## src/rtl/cmp_pkg.sv

```systemverilog
// cmp_pkg: shared widths, streak states and outcome indices for the compare stage
package cmp_pkg;
  localparam int OPW = 7;
  localparam int EQ_IDX = 2;
  localparam int GT_IDX = 1;
  localparam int LT_IDX = 0;
  typedef enum logic [1:0] {IDLE, RUN, HIT} streak_t;
endpackage

```

## src/rtl/comparator_7bit.sv

```systemverilog
// comparator_7bit: unsigned magnitude compare producing one-hot eq/gt/lt
module comparator_7bit
  import cmp_pkg::*;
(
  input  logic [OPW-1:0] a,
  input  logic [OPW-1:0] b,
  output logic           eq,
  output logic           gt,
  output logic           lt
);
  assign eq = a == b;
  assign gt = a > b;
  assign lt = a < b;
endmodule

```

## src/rtl/cmp_result_monitor.sv

```systemverilog
// cmp_result_monitor: registered compare stage with saturating outcome counters and gt-streak detector
module cmp_result_monitor
  import cmp_pkg::*;
#(
  parameter int CNT_W    = 16,
  parameter int STREAK_N = 4
) (
  input  logic             clk,
  input  logic             rst,
  input  logic             clr,
  input  logic             in_valid,
  output logic             in_ready,
  input  logic [OPW-1:0]   in_a,
  input  logic [OPW-1:0]   in_b,
  output logic             out_valid,
  input  logic             out_ready,
  output logic [OPW-1:0]   out_a,
  output logic [OPW-1:0]   out_b,
  output logic             out_eq,
  output logic             out_gt,
  output logic             out_lt,
  output logic [CNT_W-1:0] cnt_eq,
  output logic [CNT_W-1:0] cnt_gt,
  output logic [CNT_W-1:0] cnt_lt,
  output logic             streak_flag
);
  logic             eq, gt, lt, accept;
  logic [2:0]       hit;
  logic [CNT_W-1:0] cnt [3];
  logic [7:0]       run;
  streak_t          state;
  comparator_7bit u_cmp (.a(in_a), .b(in_b), .eq(eq), .gt(gt), .lt(lt));
  assign in_ready = !out_valid || out_ready;
  assign accept   = in_valid && in_ready;
  assign hit      = {eq, gt, lt};
  assign cnt_eq   = cnt[EQ_IDX];
  assign cnt_gt   = cnt[GT_IDX];
  assign cnt_lt   = cnt[LT_IDX];
  always_ff @(posedge clk) begin
    if (rst) begin
      out_valid <= 1'b0;
      out_a     <= '0;
      out_b     <= '0;
      out_eq    <= 1'b0;
      out_gt    <= 1'b0;
      out_lt    <= 1'b0;
    end else if (accept) begin
      out_valid <= 1'b1;
      out_a     <= in_a;
      out_b     <= in_b;
      out_eq    <= eq;
      out_gt    <= gt;
      out_lt    <= lt;
    end else if (out_ready) begin
      out_valid <= 1'b0;
    end
  end
  for (genvar i = 0; i < 3; i++) begin : g_cnt
    always_ff @(posedge clk) begin
      if (rst || clr) cnt[i] <= '0;
      else if (accept && hit[i] && !(&cnt[i])) cnt[i] <= cnt[i] + CNT_W'(1);
    end
  end
  // streak_flag is registered alongside state so it tracks HIT exactly
  always_ff @(posedge clk) begin
    if (rst || clr) begin
      state       <= IDLE;
      run         <= '0;
      streak_flag <= 1'b0;
    end else if (accept) begin
      if (!gt) begin
        state       <= IDLE;
        run         <= '0;
        streak_flag <= 1'b0;
      end else if (state == IDLE) begin
        state       <= (STREAK_N == 1) ? HIT : RUN;
        run         <= 8'd1;
        streak_flag <= STREAK_N == 1;
      end else if (state == RUN) begin
        run <= run + 8'd1;
        if (run + 8'd1 == 8'(STREAK_N)) begin
          state       <= HIT;
          streak_flag <= 1'b1;
        end
      end
    end
  end
  always @(posedge clk)
    if (!rst && out_valid) assert ($onehot({out_eq, out_gt, out_lt}));
endmodule

```

## config.mk

```make
export PLATFORM = sky130hd
export DESIGN_NAME = cmp_result_monitor
export DESIGN_NICKNAME = d
export VERILOG_FILES = /design/src/rtl/cmp_pkg.sv /design/src/rtl/comparator_7bit.sv /design/src/rtl/cmp_result_monitor.sv
export SDC_FILE = /design/constraint.sdc
export NUM_CORES = 1
export LEC_CHECK = 0
export CORE_MARGIN = 8
export CORE_UTILIZATION = 53
export CTS_BUF_LIST = sky130_fd_sc_hd__clkbuf_16
export DETAILED_ROUTE_END_ITERATION = 10
export GPL_ROUTABILITY_DRIVEN = 0
export MAX_ROUTING_LAYER = met4
export PLACE_DENSITY = 0.88
export RECOVER_POWER = 100
export SLEW_MARGIN = 20
export SYNTH_ARGS = -nofsm -noshare
export SYNTH_HDL_FRONTEND = slang
export SYNTH_HIERARCHICAL = 1
export SYNTH_SLANG_ARGS = --single-unit
```

## constraint.sdc

```tcl
create_clock -name clk -period 5 [get_ports clk]
set_input_delay 0.5 -clock clk [delete_from_list [all_inputs] [get_ports clk]]
set_output_delay 0.5 -clock clk [all_outputs]
set_load 0.1 [all_outputs]
```

# Word-level counts from Yosys, hierarchy flattened

Memory sizes are Yosys's and may differ from the RTL's.
Cells that the tools add are included.

$add $sub $neg: 4
$lt $le $gt $ge: 2
Eq/ne operators: 5
Muxes and demuxes: 27
Bitwise gates (word level): 3
Reductions and logical operators: 20

Operators with widths:

| operator                                                         | number |
|---|---|
| 16-bit by 1-bit adder with 16-bit output (second input constant) | 3 |
| 16-bit 2-to-1 mux                                                | 3 |
| 16-bit AND reduction                                             | 3 |
| 8-bit 2-to-1 mux                                                 | 3 |
| 1-bit 2-to-1 mux                                                 | 17 |
| 8-bit by 1-bit adder with 8-bit output (second input constant)   | 1 |
| 8-bit by 3-bit == test with 1-bit output (second input constant) | 1 |
| 2-bit 2-to-1 mux                                                 | 4 |
| 7-bit == test                                                    | 1 |
| 7-bit greater-than comparator                                    | 1 |
| 1-bit logical AND                                                | 7 |
| 7-bit less-than comparator                                       | 1 |
| 3-bit by 1-bit != test with 1-bit output (second input constant) | 2 |
| 1-bit logical NOT                                                | 4 |
| 1-bit bitwise OR                                                 | 3 |
| 3-bit AND reduction                                              | 1 |
| 2-bit by 1-bit == test with 1-bit output (second input constant) | 1 |
| 2-bit logical NOT                                                | 1 |
| 1-bit logical OR                                                 | 2 |
| 2-bit AND reduction                                              | 1 |
| 2-bit nonzero test                                               | 1 |

Register bits: 29
Bits in writable memories: 48
Word-level logic and storage cells: 71
Memories: 1

Memories:

| name | depth | bits a word | read ports | clocked after memory_dff | wr ports | line                     | source |
|---|---|---|---|---|---|---|---|
| cnt  | 3     | 16          | 3          | 0                        | 3        | cmp_result_monitor.sv:29 | `logic [CNT_W-1:0] cnt [3];` |

# Longest topological paths before layout

Gate-level depths: netlist of the first run.

Word-level depth: 9
Depth in mapped cells: 10
Gate-level depth less buffers: 9

# By module

The synthesis of the first run kept the hierarchy.

By module, submodules not included:

| module             | times used | cells an instance | area each (um^2) | sequential area each (um^2) |
|---|---|---|---|---|
| cmp_result_monitor | 1          | 405               | 3885.0           | 2001.9 |
| comparator_7bit    | 1          | 26                | 187.7            | 0.0 |

# Worst setup path before layout of the first run

Ideal clock, no wire load.

Path type: reg-to-reg
From: register out_valid
To: memory cnt[0][0], enable pin
Arrival: 3.139 ns
Required time: 4.589 ns
Setup slack: 1.449 ns
Stages on the path, launching flop included: 7
Path buffers: 2
Clock period less this slack: 3.551 ns
Path through: dfxtp_1 > nand2b_1 > buf_2 > and2_1 > clkbuf_1 > nand2_1 > o21ai_0

RTL lines:

| item                   | line                     | source |
|---|---|---|
| start, declared        | cmp_result_monitor.sv:15 | `output logic out_valid,` |
| start signal, assigned | cmp_result_monitor.sv:41 | `out_valid <= 1'b0;` |
| start signal, assigned | cmp_result_monitor.sv:48 | `out_valid <= 1'b1;` |
| start signal, assigned | cmp_result_monitor.sv:55 | `out_valid <= 1'b0;` |
| end, declared          | cmp_result_monitor.sv:29 |  |

==> results of run 1 <==
## routing by layer
layer | global-route usage, % | vias to the layer above
met5 | - | -
met4 | 7.34 | 0
met3 | 4.15 | 21
met2 | 30.8 | 184
met1 | 23.2 | 1730
li1 | - | 1723
## worst paths after layout
kind | from | endpoint | slack, ns | cells after the start
max | out_ready | cnt[2][3] | 1.64 | 6
min | out_b[6] | out_b[6] | 0.45 | 2
max reg2reg | out_valid | cnt[2][3] | 2.08 | 5
min reg2reg | out_b[6] | out_b[6] | 0.45 | 2
## layout by cell type (no fill, tap or decap), types with 7 or more instances in the layout
master / instances
dfxtp_1: 28
o21ai_0: 11
xor2_1: 16
nor4_1: 11
nor2_1: 58
and3_1: 7
dlygate4sd3_1: 71
inv_1: 21
ha_1: 12
xnor2_1: 25
edfxtp_1: 48
clkdlybuf4s50_1: 15
nand4_1: 19
nand2_1: 50
clkbuf_16: 9
a21oi_1: 33
nand3_1: 19
## power by group
group / leakage [nW] / switching, mW / internal, mW
Combinational: 1.08 / 0.296 / 0.0794
Clock: 0.156 / 0.261 / 0.439
Sequential: 0.771 / 0.0376 / 0.699
Total: 2.01 / 0.594 / 1.22
## registers in the layout (all words and copies together), names as in the netlist
register     count
out_eq           1
out_lt           1
out_b            7
streak_flag      1
state            1
run              8
out_gt           1
cnt             48
out_a            7
out_valid        1
## layout make-up
| type | instances | area [um^2] | area share (%) |
|---|---|---|---|
| Sequential cell | 76 | 2000 | 37.7 |
| Multi-Input combinational cell | 318 | 1910 | 36.0 |
| Timing Repair Buffer | 89 | 872 | 16.4 |
| Clock buffer | 9 | 225 | 4.24 |
| Tap cell | 102 | 128 | 2.40 |
| Clock inverter | 7 | 98.8 | 1.86 |
| Inverter | 21 | 78.8 | 1.48 |
## per-stage QoR
| step | total power [mW] | cell area, um^2 | utilization [%] | instances | worst slack, ns |
|---|---|---|---|---|---|
| after floorplan | 1.04 | 4070 | - | 431 | 1.45 |
| after global placement | 1.13 | 5010 | 66.3 | 606 | 1.97 |
| after detailed placement | 1.14 | 5010 | 66.3 | 606 | 1.86 |
| after CTS | 1.83 | 5340 | 70.5 | 622 | 1.98 |
| after global routing | 1.86 | 5320 | 70.3 | 622 | 1.44 |
| final | 1.81 | 5320 | 70.3 | 622 | 1.64 |
## cell families (layout without fill, tap and decap cells)
logic type	Yosys count	in the layout	synth area share, %
simple gates	200	200	24.8
flops	76	76	49.2
compound gates	65	65	9.92
xor+xnor	41	41	8.82
buf+inv	37	126	3.66
fa+ha+maj	12	12	3.69
## critical path: stages
cell and delay [ns]:
dlygate4sd3_1 0.51, nand2b_1 0.37, and2_0 0.83, nand2_1 0.18, o21ai_0 0.22, clkbuf_1 0.68
==> results.md, run 1 <==
* Inserted Clock Buffers at 9
* Highest metal used: met4
* Post-synth top cells: nor2_1, nand2_1, edfxtp_1
* Via density at 5.88
* Later-pin clock latency in the skew report at 0.33 ns
* Chip width at 104 um
* Clk_skew at 0.0104 ns
* P_leak at 2.01 nW
* Initial antenna violation count at 0
* Run status: finished, final reports clean
* Period utilisation layout at 67.2%
* DR vias at 3658
* Root Buffer: clkbuf_16
* 1st-pass router iterations at 5
* WL/cell at 16.9 um
* Placed wire-length estimate at 7.39 mm
* Setup TNS at 0 ns
* Min Hold Slack at 0.449 ns
* Fillers at 531
* Area contributors post-synth: edfxtp_1, dfxtp_1, xnor2_1
* Slew Viols, Final at 0
* I/O pin total at 87
* Nets at 546
* H-tree lvl count at 3
* Hold Violations, Final at 0
* CP Data Required Time at 4.95 ns
* WS Path Type: primary input to flop
* Buffer depth of the longest clock path at 2
* FFs w/ async S/R, synth at 0%
* Yosys cell types at 51
* Synthesized area at 4070 um^2
* Hold buffer count at cts at 0
* Worst-path clk slew at 0.06 ns
* Die Y at 104 um
* Sink Count at 76
* CP arrival at 3.31 ns
* Final ANT Viol Nets at 0
* Diode count at 0
* Synth-to-layout area growth at 30.5%
* # DRC at 0
* Yosys warnings at 6
* Sequential area share after synthesis at 49.2%
* Relative slew slack at 32.1%
* Worst hold path class: flop to flop
* Cells after Synth at 431
* Crit Path Max Fanout at 20
* RSZ-0062 raised after global routing: no
* Global route overflow at 0
* Port buffer count at 86
* Yosys top cell by area: edfxtp_1
* Metal2 WL at 5.18 mm
* Met1 WL at 4.25 mm
* Initial core utilization at 53.8%
* Syn nets at 462
* Most numerous cell in the Yosys netlist: nor2_1
* Crit path launch type: primary input
* Yosys reg bits at 76
* Min cycle time layout at 3.36 ns
* Worst vdd ir at 0.193 mV
* TritonCTS clock tree: done
* Worst slew pin tran at 1.01 ns
* # setup viols final at 0
* Largest net degree at the start of global routing at 21
* Max-Cap Viols at 0
* Total Wirelength at 10.5 mm
* Drt initial violations at 256
* Global Route Usage Sum at 19.2%
* Core area at 7570 um^2
* CTS-repair resized insts at 0
* Setup bufs post-CTS at 0
* EDFF count, synth at 48
* Met3 wire length at 886 um
* Dominant synthesized flop cell: edfxtp_1
* Die area at 10700 um^2
* P per Cell Area at 341 nW/um^2
* Fmax at 298 MHz
* Share of cells above drive strength 1 at 5.38%
* Share of the synthesized area in the top cell type at 35.4%
* Rows at 32
* Vias in the first global route at 3502
* First-pass GRT wire length at 17.0 mm
* CP endpoint kind: flop
* Syn Area/Cell at 9.45 um^2
No activity file was read; power rests on OpenSTA's default activity.
==> inputs of run 2 (changes only) <==
CORE_UTILIZATION = 51   (was 53)
PLACE_DENSITY = 0.85   (was 0.88)
clock period = 3.2 ns   (was 5 ns; I/O delays follow)
==> results.md, run 2 (synthesis results as in run 1) <==
* Setup TNS at 0 ns (unchanged)
* # DRC at 0 (unchanged)
* Dpl cell area at 5020 um^2 (+0.20%)
* CP arrival at 3.05 ns (-0.26 ns)
* Sink Count at 76 (unchanged)
* RSZ-0062 raised after global routing: no
* Crit Path Max Fanout at 9 (-55%)
* Crit-path most repeated cell: a21oi_1
* Total Wirelength at 10.6 mm (+0.50%)
* Worst path cell trace: dlygate4sd3_1, inv_1, ha_1, a21oi_1, a21oi_1, o22a_1, o21a_1, nand4_1, or3b_2, a21oi_1
* Final ANT Viol Nets at 0 (unchanged)
* Port buffer count at 86 (unchanged)
* Largest net degree at the start of global routing at 20 (-4.8%)
* Relative slew slack at 19.8% (-12 points)
* Die Y at 105 um (+1.6%)
* Vias in the first global route at 3527 (+0.71%)
* P per Cell Area at 515 nW/um^2 (+51%)
* Later-pin clock latency in the skew report at 0.33 ns (about the same)
* Period utilisation layout at 87.1%
* Final instance area at 5270 um^2 (-0.94%)
* Worst-path clk slew at 0.06 ns (about the same)
* Rows at 32 (unchanged)
* Worst vdd ir at 0.366 mV (+90%)
* Run status: finished, final reports clean
* Min Hold Slack at 0.452 ns (+0.00285 ns)
* First-pass GRT wire length at 17.5 mm (+2.8%)
* Worst slew pin tran at 1.21 ns (+0.194 ns)
* Max-Cap Viols at 0 (unchanged)
* Hold Violations, Final at 0 (unchanged)
* Buf/Inv on CP at 2 (unchanged)
* Share of cells above drive strength 1 at 5.35% (-0.031 points)
* Core area at 7730 um^2 (+2.1%)
* Largest regs: cnt x48, run x8
* Biggest register: cnt
* Initial antenna violation count at 0 (unchanged)
* Leading cell type in the layout, fill and taps excluded: dlygate4sd3_1
* Clk_skew at 0.00637 ns (-0.00399 ns)
* Via density at 5.78 (-1.7%)
* Worst path slowest cell: dlygate4sd3_1
* Chip width at 105 um (+1.6%)
* Fillers at 579 (+9.0%)
* Diode count at 0 (unchanged)
* Worst hold path class: flop to flop
* Setup bufs post-CTS at 0 (unchanged)
* Synth-to-layout area growth at 29.3%
* Largest register FFs at 48 (unchanged)
* I/O pin total at 87 (unchanged)
* Placed wire-length estimate at 7.63 mm (+3.3%)
* Initial core utilization at 52.7% (-1.1 points)
* Most frequent cells in the layout: dlygate4sd3_1, nor2_1, nand2_1
* Inserted Clock Buffers at 9 (unchanged)
* P_leak at 1.99 nW (-0.90%)
* Crit path launch type: primary input
* CP endpoint kind: flop
* Die area at 11100 um^2 (+3.3%)
* Drt initial violations at 179 (-30%)
* WL/cell at 16.9 um (about the same)
* Root Buffer: clkbuf_16
* Global Route Usage Sum at 19.5% (+0.33 points)
* Buffer depth of the longest clock path at 2 (unchanged)
* 1st-pass router iterations at 5 (unchanged)
* Slew Viols, Final at 0 (unchanged)
* # setup viols final at 0 (unchanged)
* CP Data Required Time at 3.46 ns (-1.49 ns)
* Worst path top cell family by delay: compound AO/OA/AOI/OAI gates
* WS Path Type: primary input to flop
* H-tree lvl count at 3 (unchanged)
* Power consumption at 2.71 mW (+50%)
* TritonCTS clock tree: done
* Hold buffer count at cts at 0 (unchanged)
* Fmax at 359 MHz
* Nets at 549 (+0.55%)
* Max incr delay on CP at 0.59 ns (-0.24 ns)
* CTS-repair resized insts at 0 (unchanged)
* DR vias at 3612 (-1.3%)
* Min cycle time layout at 2.79 ns
* Global route overflow at 0 (unchanged)
run 2: changes by cell type in the layout (fill, tap and decap cells not counted), sizes merged:
cell and change:
clkbuf +6, clkdlybuf4s50 +1, bufinv -1, clkinvlp -1
dlygate4sd3 -6, buf +2, clkinv +2
run 2: cell type report:
class                   count  area, um^2  share of cell area [%]
flip-flops and latches     76        2000                    38.0
well taps                 102         128                    2.42
clock buffers               9         225                    4.28
multi-input cells         318        1910                    36.3
clock inverters             7        60.1                    1.14
repair buffers             92         861                    16.3
inverters                  21        78.8                    1.50
run 2: final timing paths:
check              end  slack [ns]       from  cells past startpoint
max reg2reg  cnt[2][4]        0.56  cnt[2][0]                      6
min             out_eq        0.45     out_eq                      2
max             run[4]        0.41    in_b[2]                     10
min reg2reg     out_eq        0.45     out_eq                      2
run 2: report_power, final:
group | switching (mW) | internal (mW) | leakage, nW
logic | 0.464 | 0.124 | 1.07
registers | 0.0588 | 1.09 | 0.771
clock network | 0.379 | 0.593 | 0.145
run 2: metrics by stage:
stage,instances,util [%],setup WS (ns)
after floorplan,431,-,0.0825
after global placement,609,65.0,0.338
after detailed placement,609,65.0,0.240
after CTS,625,68.7,0.574
after global routing,625,68.2,0.197
final,625,68.2,0.412
run 2: routing by layer:
layer  global-route usage (%)  routed length [um]  vias to the layer above
li1                         -                   -                     1728
met1                     22.5                4330                     1727
met2                     32.7                5340                      141
met3                     4.69                 663                       16
met4                     6.52                 225                        0
met5                        -                   0                        -
run 2: tightest hold or removal path: stages, from the launching register on:
cell and delay (ns):
dfxtp_1 0.31, nand2_1 0.05, a21oi_1 0.05
==> inputs of run 3 (changes only) <==
SKIP_CTS_REPAIR_TIMING = 1   (was default)
==> results of run 3 <==
Same layout as run 2: the final DEF is identical, and so are final timing and power.
